[config.mk]
export PLATFORM = sky130hd
export DESIGN_NAME = ca_frame_sequencer
export DESIGN_NICKNAME = d
export VERILOG_FILES = /design/src/rtl/ca_frame_sequencer.sv
export SDC_FILE = /design/constraint.sdc
export NUM_CORES = 1
export LEC_CHECK = 0
export BUFFER_PORTS_ARGS = -buffer_cell sky130_fd_sc_hd__buf_2
export CAP_MARGIN = 20
export CORE_MARGIN = 4
export CORE_UTILIZATION = 40
export CTS_CLUSTER_DIAMETER = 80
export DETAILED_ROUTE_END_ITERATION = 10
export GPL_ROUTABILITY_DRIVEN = 0
export GPL_TIMING_DRIVEN = 1
export REMOVE_ABC_BUFFERS = 1
export SYNTH_ARGS = -nofsm -noshare
export SYNTH_HDL_FRONTEND = slang
export SYNTH_SLANG_ARGS = --single-unit
[constraint.sdc]
create_clock -name clk -period 6.7 [get_ports clk]
set_clock_uncertainty 0.1 [all_clocks]
set_input_delay 2.01 -clock clk [delete_from_list [all_inputs] [get_ports clk]]
set_output_delay 2.01 -clock clk [all_outputs]
set_load 0.02 [all_outputs]
[src/rtl/ca_frame_sequencer.sv]
// Single-clock timing and rule controller for the 1-D cellular-automaton VGA renderer.
// Derives cell strobes, row-phase flags and per-band rule/colour from the hvsync counters.
module ca_frame_sequencer #(
  parameter int unsigned H_ACTIVE = 640,
  parameter int unsigned V_ACTIVE = 480,
  parameter int unsigned GRID_W   = 100,
  parameter int unsigned LOG_CELL = 2,
  parameter int unsigned BAND_LOG = 6
) (
  input  logic       clk,
  input  logic       rst_n,
  input  logic [9:0] hpos,
  input  logic [9:0] vpos,
  input  logic       display_on,
  input  logic       cfg_we,
  input  logic [2:0] cfg_addr,
  input  logic [7:0] cfg_data,
  input  logic       reseed,
  output logic       cell_en,
  output logic [7:0] cell_x,
  output logic       gen_row,
  output logic       seed_row,
  output logic       carry_load,
  output logic       carry_store,
  output logic [7:0] rule,
  output logic [5:0] rule_color,
  output logic [2:0] band
);

  localparam int unsigned CELL     = 1 << LOG_CELL;
  localparam int unsigned PAD_LEFT = (H_ACTIVE - (GRID_W << LOG_CELL)) / 2;
  localparam int unsigned OFS_W    = 3 + BAND_LOG;
  localparam logic [7:0] RULE_INIT [8] = '{8'd30, 8'd110, 8'd22, 8'd60,
                                           8'd118, 8'd161, 8'd90, 8'd146};

  // ST_SEED_ARMED is the post-reset SEED state: the next frame start emits the seed frame.
  typedef enum logic [1:0] {ST_SEED_ARMED, ST_SEED, ST_RUN} state_t;

  state_t           state_q, state_d;
  logic [OFS_W-1:0] offset_q, offset_d;
  logic             pending_q, pending_d;
  logic [7:0]       table_q [8];

  logic       frame_start;
  logic       reseed_req;
  logic [9:0] x, cx, ca_row;
  logic       in_grid;
  logic [OFS_W-1:0] band_sum;

  logic       cell_en_d, gen_row_d, seed_row_d, carry_load_d, carry_store_d, latch_d;
  logic [7:0] cell_x_d;
  logic [2:0] band_d;
  logic [5:0] color_d;

  assign frame_start = (hpos == '0) && (vpos == '0);
  assign reseed_req  = pending_q | reseed;

  always_ff @(posedge clk) begin
    if (!rst_n) begin
      state_q   <= ST_SEED_ARMED;
      offset_q  <= '0;
      pending_q <= 1'b0;
    end else begin
      state_q   <= state_d;
      offset_q  <= offset_d;
      pending_q <= pending_d;
    end
  end

  always_comb begin
    state_d   = state_q;
    offset_d  = offset_q;
    pending_d = reseed_req;
    if (frame_start) begin
      pending_d = 1'b0;
      if (reseed_req) begin
        state_d  = ST_SEED;
        offset_d = '0;
      end else begin
        unique case (state_q)
          ST_SEED_ARMED: state_d = ST_SEED;
          ST_SEED:       state_d = ST_RUN;
          ST_RUN:        offset_d = offset_q + 1'b1;
          default:       state_d = ST_SEED;
        endcase
      end
    end
  end

  // Flags for line 0 follow the state entered at this frame start, hence state_d/offset_d.
  always_comb begin
    x         = hpos - 10'(PAD_LEFT);
    cx        = x >> LOG_CELL;
    in_grid   = (cx < 10'(GRID_W)) && display_on;
    cell_en_d = in_grid && (x[LOG_CELL-1:0] == LOG_CELL'(CELL - 1));
    cell_x_d  = cell_en_d ? cx[7:0] : cell_x;

    gen_row_d     = (vpos[LOG_CELL-1:0] == '0);
    seed_row_d    = (vpos == '0) && (state_d == ST_SEED);
    carry_load_d  = (vpos == '0) && (state_d == ST_RUN);
    carry_store_d = (vpos == 10'(CELL));

    ca_row   = vpos >> LOG_CELL;
    band_sum = OFS_W'(ca_row + 10'(offset_d));
    band_d   = band_sum[OFS_W-1 -: 3];
    color_d  = {band_d[0], 2'b11, band_d[1], band_d[2], 1'b1};
    latch_d  = (hpos == '0) && (vpos < 10'(V_ACTIVE)) && gen_row_d;
  end

  always_ff @(posedge clk) begin
    if (!rst_n) begin
      cell_en     <= 1'b0;
      cell_x      <= '0;
      gen_row     <= 1'b0;
      seed_row    <= 1'b0;
      carry_load  <= 1'b0;
      carry_store <= 1'b0;
      rule        <= '0;
      rule_color  <= '0;
      band        <= '0;
      for (int unsigned i = 0; i < 8; i++) table_q[i] <= RULE_INIT[i];
    end else begin
      cell_en     <= cell_en_d;
      cell_x      <= cell_x_d;
      gen_row     <= gen_row_d;
      seed_row    <= seed_row_d;
      carry_load  <= carry_load_d;
      carry_store <= carry_store_d;
      if (latch_d) begin
        band       <= band_d;
        rule       <= table_q[band_d];
        rule_color <= color_d;
      end
      if (cfg_we) table_q[cfg_addr] <= cfg_data;
    end
  end

endmodule

After elaboration in Yosys (flattened, before gate mapping):

Memories as Yosys holds them, arrays and structs flattened. A register that Yosys moved wholly into a read port is not among the register bits.
Cells that the tools add are included.
Widths: inputs -> output; s select.

* memories: 1
* memory bits (read-only): 0
* word-level logic and storage cells: 51
* latch bits: 0
* bits in registers: 34
* RAM bits: 64
* output and inout bits: 30
* input bits: 36

* muxes and demuxes: 13
* shift-type cells: 0
* $mul: 0
* bitwise operators: 2
* add/subtract/negate cells: 3
* divide/modulo/power cells: 0
* reduce and logical (&&, ||, !) cells: 13
* $lt $le $gt $ge: 2
* equal/unequal tests: 6

Memory list
* table_q: depth 8, width 8, rd ports 1, clocked after Yosys merged registers in 1, write ports 8, RTL line 42 `logic [7:0] table_q [8];`

Operators by type and width (number)
* $mux 9: 3
* $logic_not 10->1: 2
* $eq 10x3->1 const B: 1
* $lt 10x9->1 const B: 1
* $sub 10x7->10 const B: 1
* $add 8x9->9: 1
* $add 9x1->9 const B: 1
* $lt 8x7->1 const B: 1
* $mux 8: 1
* $reduce_or 8->1: 1
* $logic_and 1x1->1: 7
* $eq 2x2->1 const B: 3
* $mux 1: 5
* $eq 2x1->1 const B: 2
* $mux 2: 2
* $pmux 2 s2: 1
* $mux 3: 1
* $logic_not 2->1: 1
* $reduce_or 2->1: 1
* $logic_not 1->1: 1
* $not 1->1: 1
* $or 1x1->1: 1

Longest topological paths before layout:

Gate-level depths: netlist of the first run.

* word-level depth: 6
* mapped depth: 17
* gate-level depth less buffers: 14

Worst setup path after synthesis of the first run:

No wires, ideal clock.

* path kind: input port to flip-flop
* start point: input vpos[3]
* end point: register rule[5], read port of table_q
* data arrival time: 5325 ps
* setup slack: 1139 ps
* library setup time: 136 ps
* path buffers: 2
* cell stages on the path: 14
* required time: 6464 ps
* cell sequence: or4_4 -> nor4_4 -> and2_1 -> buf_4 -> nand3_2 -> or3_1 -> a21oi_1 -> ha_1 -> xor2_1 -> buf_2 -> mux2_2 -> a211oi_1 -> a211o_1 -> a31oi_1

* word-level cells in the longest chain between the ends: 4
* elaborated cells between the ends (all ways): 7
* classes of those cells: add/sub (1); order compare (1); mux (1); reduce/logical (4)

Ends and longest elaborated chain
* from (decl): RTL line 13 `input logic [9:0] vpos,`
* $logic_not 10->1: RTL line 55 `assign frame_start = (hpos == '0) && (vpos == '0);`
* $logic_and 1x1->1: RTL line 55
* $mux 9: RTL line 74 `if (frame_start) begin`
* net offset_d[7]: RTL line 40 `logic [OFS_W-1:0] offset_q, offset_d;`
* $add 8x9->9: RTL line 104 `band_sum = OFS_W'(ca_row + 10'(offset_d));`
* to (decl): RTL line 25 `output logic [7:0] rule,`

The timed path passes the listed nets, and every way through them passes these cells.
A chain may end at the register's enable or synchronous reset.

Worst setup path in the final report of the first run:

* start point: input vpos[3]
* end point: register rule[7], read port of table_q

Same word-level chain as after synthesis.

==> flow_summary.toml, run 1 <==
[global_routing]
antenna_found_initial = 0
grt_pass1_vias = 3704
grt_usage_pct = 16.7
grt-ovfl-total = 0
grt_max_degree = 55
grt_pass1_wl_um = 19500

[placement]
dp_hpwl_um = 8830
pre_cts_ws_ps = 640
portBuffers = 65

[synth]
yosys_warnings = 0
synth_compound_area_share_pct = 11.1
synth_area_um2 = 5380
synth_edf_count = 64
synthCells = 496
async_flop_share_pct = 0
postSynthRegisterBits = 101
syn_avg_cell_area_um2 = 10.8
synth_flop_cell = "edfxtp_1"
synth_xor_area_share_pct = 2.14
synth_top_family_by_area = "simple AND/OR/NAND/NOR gates"
ys_seq_area_share_pct = 49.5
synth_adder_area_share_pct = 2.33
yosys.area_share.simple_pct = 19.3
ys_types = 50
synth_mux_area_share_pct = 12.4

[layout]
synthToLayoutAreaGrowth_pct = 15.2
fin_util_pct = 47.0
drive_gt1_share_pct = 20.5
diodes = 0
nets = 596

[worst_setup_path]
max_stage_delay_ps = 550
worstPathArrival_ps = 5900
crit_type = "input pin to flip-flop"
critical_path.startpoint_type = "input pin"
worst_ep_required_time_ps = 6890
cp-startpoint = "vpos[3]"
path_cells = "buf_2, or4_4, nor4_4, and2_1, nand3_2, or3_1, a21oi_1, ha_1, o21ai_0, nor2_1, o31ai_1, a21oi_1, xor2_4, mux2_2, a21oi_1"
cpMostUsedCell = "a21oi_1"
worst_setup_path_end_kind = "flip-flop"
crit_fanout = 16
crit_slowest_cell = "or4_4"
r2r-start = "state_q[0]"

[floorplanning]
fp.dieH_um = 124
fp.dieW_um = 124
core_um2 = 13200
die-area_um2 = 15400
rows = 42
start_util_pct = 40.8
io_pins = 66

[detailed_routing]
routed_via_density = 5.36
vias = 3921
firstDrtPassIters = 4
ant_nets = 0
drc = 0
wirelength_um = 12300
detail_route.wl_per_cell_um = 16.8
first_iter_violations = 171

[clock_network]
post_cts_resized = 0
cts_buffers = 9
root_buffer = "clkbuf_16"
htreeDepth = 3
clock-sinks = 101
clk_pin_slew_ps = 70
clk_latency_ps = 360
post-cts-setup-buffers = 0
postCtsHoldBufs = 0
cts_tree = "built"
cts_max_path_buffers = 2

[sta]
setup_viol = 0
max_freq_mhz = 175
fin_hold_ws_ps = 327
finalCritPeriodShare_pct = 85.2
hold_violations = 0
fin_ws_ps = 990
rsz0062_at_grt = "false"
layout_min_cycle_time_ps = 5710
relSlewSlack_pct = 31.8
slew_viol_final = 0
fin_setup_tns_ps = 0
tightestPinTransition_ps = 1010

[pwr]
leakage_nw = 2.49
vdd_drop_max_v = 0.000131
power_per_cell_area_nw_per_um2 = 222

[hold_path]
min_from = "cell_x[7]"
min_path_type = "flip-flop to flip-flop"

[run]
max_cap_violations = 0

[outcome]
status = "completed"
## path summary, 6_finish.rpt
path,to,slack (ps),cells past startpoint
setup / recovery,rule[7],990,15
hold / removal,cell_x[7],330,2
setup reg to reg,rule[7],2920,14
hold reg to reg,cell_x[7],330,2
## placed cells by master (no fill, tap or decap), types with 13 or more instances in the layout
master    Yosys  final
buf_2         3     68
edfxtp_1     64     64
mux2i_1      52     52
and2_1       46     46
dfxtp_1      37     37
nor2_1       29     29
o21ai_0      29     29
or3_1        24     24
nand2b_1     21     21
nand2_1      20     20
o211ai_1     16     16
mux2_2       13     13
## synthesized netlist by cell type (9+ instances only)
library cell  count  area (um^2)
edfxtp_1         64         1920
mux2i_1          52          521
and2_1           46          288
dfxtp_1          37          741
nor2_1           29          109
o21ai_0          29          145
or3_1            24          150
nand2b_1         21          131
nand2_1          20         75.1
clkbuf_1         19         71.3
o211ai_1         16          120
mux2_2           13          146
a31oi_1          11         68.8
nor2b_1          11         68.8
ha_1             10          125
a211oi_1          9         67.6
xor2_1            9         78.8
## cells by family (layout without fill, tap and decap cells)
| kind of cell | count (synthesis) | after routing |
|---|---|---|
| adders and majority gates | 10 | 10 |
| AOI/OAI and AO/OA | 89 | 89 |
| and+or+nand+nor | 183 | 183 |
| muxes | 65 | 65 |
| buffers and inverters | 37 | 96 |
| DFF | 101 | 101 |
| xor gates and xnor gates | 11 | 11 |
## flip-flops by register name (all words and copies together) (netlist names)
name         cells
pending_q        1
table_q         64
state_q          2
carry_load       1
rule             8
rule_color       3
seed_row         1
gen_row          1
cell_x           8
band             1
carry_store      1
offset_q         9
cell_en          1
## layer usage
layer / up-vias / routed length (um) / global-route usage [%]
met1: 1868 / 5920 / 23.1
li1: 1934 / - / -
met2: 109 / 5440 / 26.1
met3: 10 / 803 / 4.59
met5: - / 0 / 0
met4: 0 / 131 / 4.04
## layout make-up
type / instances / area, um^2
Timing Repair Buffer: 76 / 425
Tap cell: 176 / 220
Sequential cell: 101 / 2660
Fill cell: 1253 / 6990
Inverter: 4 / 15.0
Clock inverter: 6 / 78.8
Multi-Input combinational cell: 358 / 2570
Clock buffer: 10 / 229
## metrics by stage
stage | power (mW) | cell area, um^2 | cells
3_5_place_dp | 0.840 | 5870 | 711
2_1_floorplan | 0.786 | 5220 | 463
3_3_place_gp | 0.836 | 5860 | 710
4_1_cts | 1.38 | 6170 | 727
5_1_grt | 1.43 | 6200 | 731
6_report | 1.37 | 6200 | 731
## report_power, final
part	internal, mW	leakage (nW)	switching (mW)
combinational	0.0532	1.42	0.0743
sequential	0.687	0.925	0.0120
clock	0.298	0.151	0.249
## worst max-delay path, delay by kind of cell
| family | cells | cell delay [ps] |
|---|---|---|
| xor gates and xnor gates | 1 | 470 |
| muxes | 1 | 390 |
| and+or+nand+nor | 6 | 1610 |
| adders and majority gates | 1 | 270 |
| buffers and inverters | 1 | 110 |
| AOI/OAI and AO/OA | 5 | 1030 |
No activity file was read; power rests on OpenSTA's default activity.
==> run 2: changes to the inputs <==
- ABC_AREA: not set -> 1
==> run 2 against run 1 <==
Effect of this change: synthesized cell count increased by 24%; worst hold slack improved by 11 ps; critical endpoint unchanged; synthesized area decreased by 4.9%; global-route usage increased by 0.54 points; final cell count increased by 17%; critical path depth increased by 9; worst setup slack improved by 460 ps; design area decreased by 6.0%; maximum frequency increased by 8.7%; first-iteration DRC count increased by 99%.
==> flow_summary.toml, run 2 <==
[outcome]
status = "completed"

[floorplanning]
start_util_pct = 40.7
die-area_um2 = 14700
fp.dieW_um = 121
io_pins = 66
core_um2 = 12600
rows = 41
fp.dieH_um = 121

[layout]
fill_cells = 1228
fin_area_um2 = 5830
reg_top3 = "table_q x64, offset_q x9"
instances_no_fill = 854
diodes = 0
fin_util_pct = 46.4
largest_reg_flops = 64
synthToLayoutAreaGrowth_pct = 14.0
regMostFlops = "table_q"
mostFrequentLayoutCell = "nand2_1"
drive_gt1_share_pct = 15.8
nets = 723
mostFrequentLayoutCells = "nand2_1 (152), nor2_1 (101), nand3_1 (85)"

[clock_network]
clk_pin_slew_ps = 70
cts_max_path_buffers = 2
root_buffer = "clkbuf_16"
htreeDepth = 3
postCtsHoldBufs = 0
clock-sinks = 101
post-cts-setup-buffers = 0
cts_tree = "built"
clk_latency_ps = 350
post_cts_resized = 0
cts_buffers = 9

[worst_setup_path]
worst_ep_required_time_ps = 6900
crit_type = "input pin to flip-flop"
rrSetupSlack_ps = 2960
r2r_end = "rule[7]"
worst_setup_path_end_kind = "flip-flop"
worstPathArrival_ps = 5460
reg2reg_depth = 21
r2r-start = "offset_q[0]"
critical_path.startpoint_type = "input pin"
crit_fanout = 8

[pwr]
seq_power_share_pct = 53.2
power.share.switching_pct = 25.1
power_frac_comb_pct = 8.0
leakage_nw = 2.61
p_int_mw = 0.981
p_sw_mw = 0.329
power_per_cell_area_nw_per_um2 = 225
vdd_drop_max_v = 0.000120
clockPowerShare_pct = 38.8

[synth]
syn_avg_cell_area_um2 = 8.29
async_flop_share_pct = 0
ys_seq_area_share_pct = 52.1
synth_flop_cell = "edfxtp_1"
synth_area_um2 = 5110
synth_edf_count = 64
ys_types = 37
synth_most_common_cell = "nand2_1"
postSynthRegisterBits = 101
synth_commonest_cells = "nand2_1 (152), nor2_1 (101), nand3_1 (85), inv_1 (71), edfxtp_1 (64)"
ys_top_cells_by_area = "edfxtp_1 (38%), dfxtp_1 (14%), nand2_1 (11%)"
yosys_warnings = 0
synth_top_area_share_pct = 37.6
synthCells = 617
synth_top_area_cell = "edfxtp_1"

[placement]
dp.cells = 838
pre_cts_ws_ps = 1100
dpl-instance-area_um2 = 5540
dp_hpwl_um = 8890
portBuffers = 65

[global_routing]
grt_pass1_wl_um = 19700
grt-ovfl-total = 0
antenna_found_initial = 0
grt_pass1_vias = 4046
grt_max_degree = 25
grt_usage_pct = 17.2

[hold_path]
min_to = "cell_x[7]"
min_path_type = "flip-flop to flip-flop"
min_from = "cell_x[7]"
hold_depth = 2

[sta]
slew_viol_final = 0
finalCritPeriodShare_pct = 78.4
hold_violations = 0
fin_ws_ps = 1450
setup_viol = 0
fin_setup_tns_ps = 0
relSlewSlack_pct = 55.2
layout_min_cycle_time_ps = 5250
rsz0062_at_grt = "false"
tightestPinTransition_ps = 671
max_freq_mhz = 190

[detailed_routing]
drc = 0
wl_met1_um = 5350
wirelength_um = 12000
highest_layer = "met4"
vias = 4158
wl_met3_um = 615
ant_nets = 0
firstDrtPassIters = 5
routed_via_density = 4.87
detail_route.wl_per_cell_um = 14.0
first_iter_violations = 340
dr_wl_met2_um = 5700

[run]
max_cap_violations = 0
[run 2: cell types whose count changed after synthesis, sizes merged, moves of 11 or more]
cell    previous run  this run
and2              46         0
o21ai             29        15
nand2b            21         0
mux2i             52         0
nor2b             11         0
o211ai            16         3
nor2              29       109
nand2             20       163
or3               24         0
mux2              13         0
inv                3        71
nand3              6        90
clkbuf            19         4
[run 2: logic make-up (layout without fill, tap and decap cells)]
kind of cell / Yosys count / after routing / share of synthesized area [%]
flops: 101 / 101 / 52.1
xor+xnor: 3 / 3 / 0.514
compound gates: 32 / 32 / 3.55
simple gates: 382 / 382 / 33.7
buf+inv: 89 / 154 / 7.66
fa+ha+maj: 10 / 10 / 2.45
[run 2: routing by layer]
metal | track usage [%] | up-vias
met5 | 0 | -
met4 | 6.30 | 0
met3 | 4.01 | 23
met2 | 28.6 | 100
met1 | 21.9 | 1903
li1 | - | 2132
[run 2: area by class of cell]
type / count / area, um^2 / area share, %
multi-input cells: 427 / 2060 / 35.3
well taps: 172 / 215 / 3.69
clock inverters: 7 / 67.6 / 1.16
inverters: 73 / 274 / 4.70
repair buffers: 65 / 325 / 5.58
flip-flops and latches: 101 / 2660 / 45.7
clock buffers: 9 / 225 / 3.86
[run 2: worst max-delay path by stage]
stage | start | end | slack (ps) | cells past startpoint
after floorplan | vpos[4] | rule[1] | 1870 | 19
after global placement | vpos[4] | rule[7] | 1080 | 24
after detailed placement | vpos[4] | rule[7] | 1100 | 24
after CTS | vpos[4] | rule[7] | 1430 | 24
after global routing | vpos[4] | rule[7] | 1010 | 24
final | vpos[4] | rule[7] | 1450 | 24
[run 2: power by group through the flow]
stage	logic (mW)	clock network (mW)	registers, mW
final	0.104	0.509	0.697
after global routing	0.118	0.541	0.699
after CTS	0.105	0.519	0.697
after detailed placement	0.104	0	0.711
after global placement	0.103	0	0.711
after floorplan	0.0613	0	0.709
[run 2: stage by stage]
step,total power [mW],hold WS [ps]
4_1_cts,1.32,339
6_report,1.31,338
2_1_floorplan,0.770,404
3_3_place_gp,0.814,319
5_1_grt,1.36,363
3_5_place_dp,0.815,329
[run 2: critical path: stages]
cell      delay, ps
buf_2           110
nor2_1          120
nand3_2         130
nor2_4          190
nand2_4         100
nor2_1          170
inv_1           110
nor3_1          210
nand2_1         110
nand2_1          70
inv_1            40
nor3_1          180
ha_1            350
inv_1           230
nor3_1           90
a211oi_1        330
nand2_1         130
nand2_1          80
nand2_1         170
nor2_1          220
nand3_1         110
nand3_1          80
nand2_1          50
inv_1            60
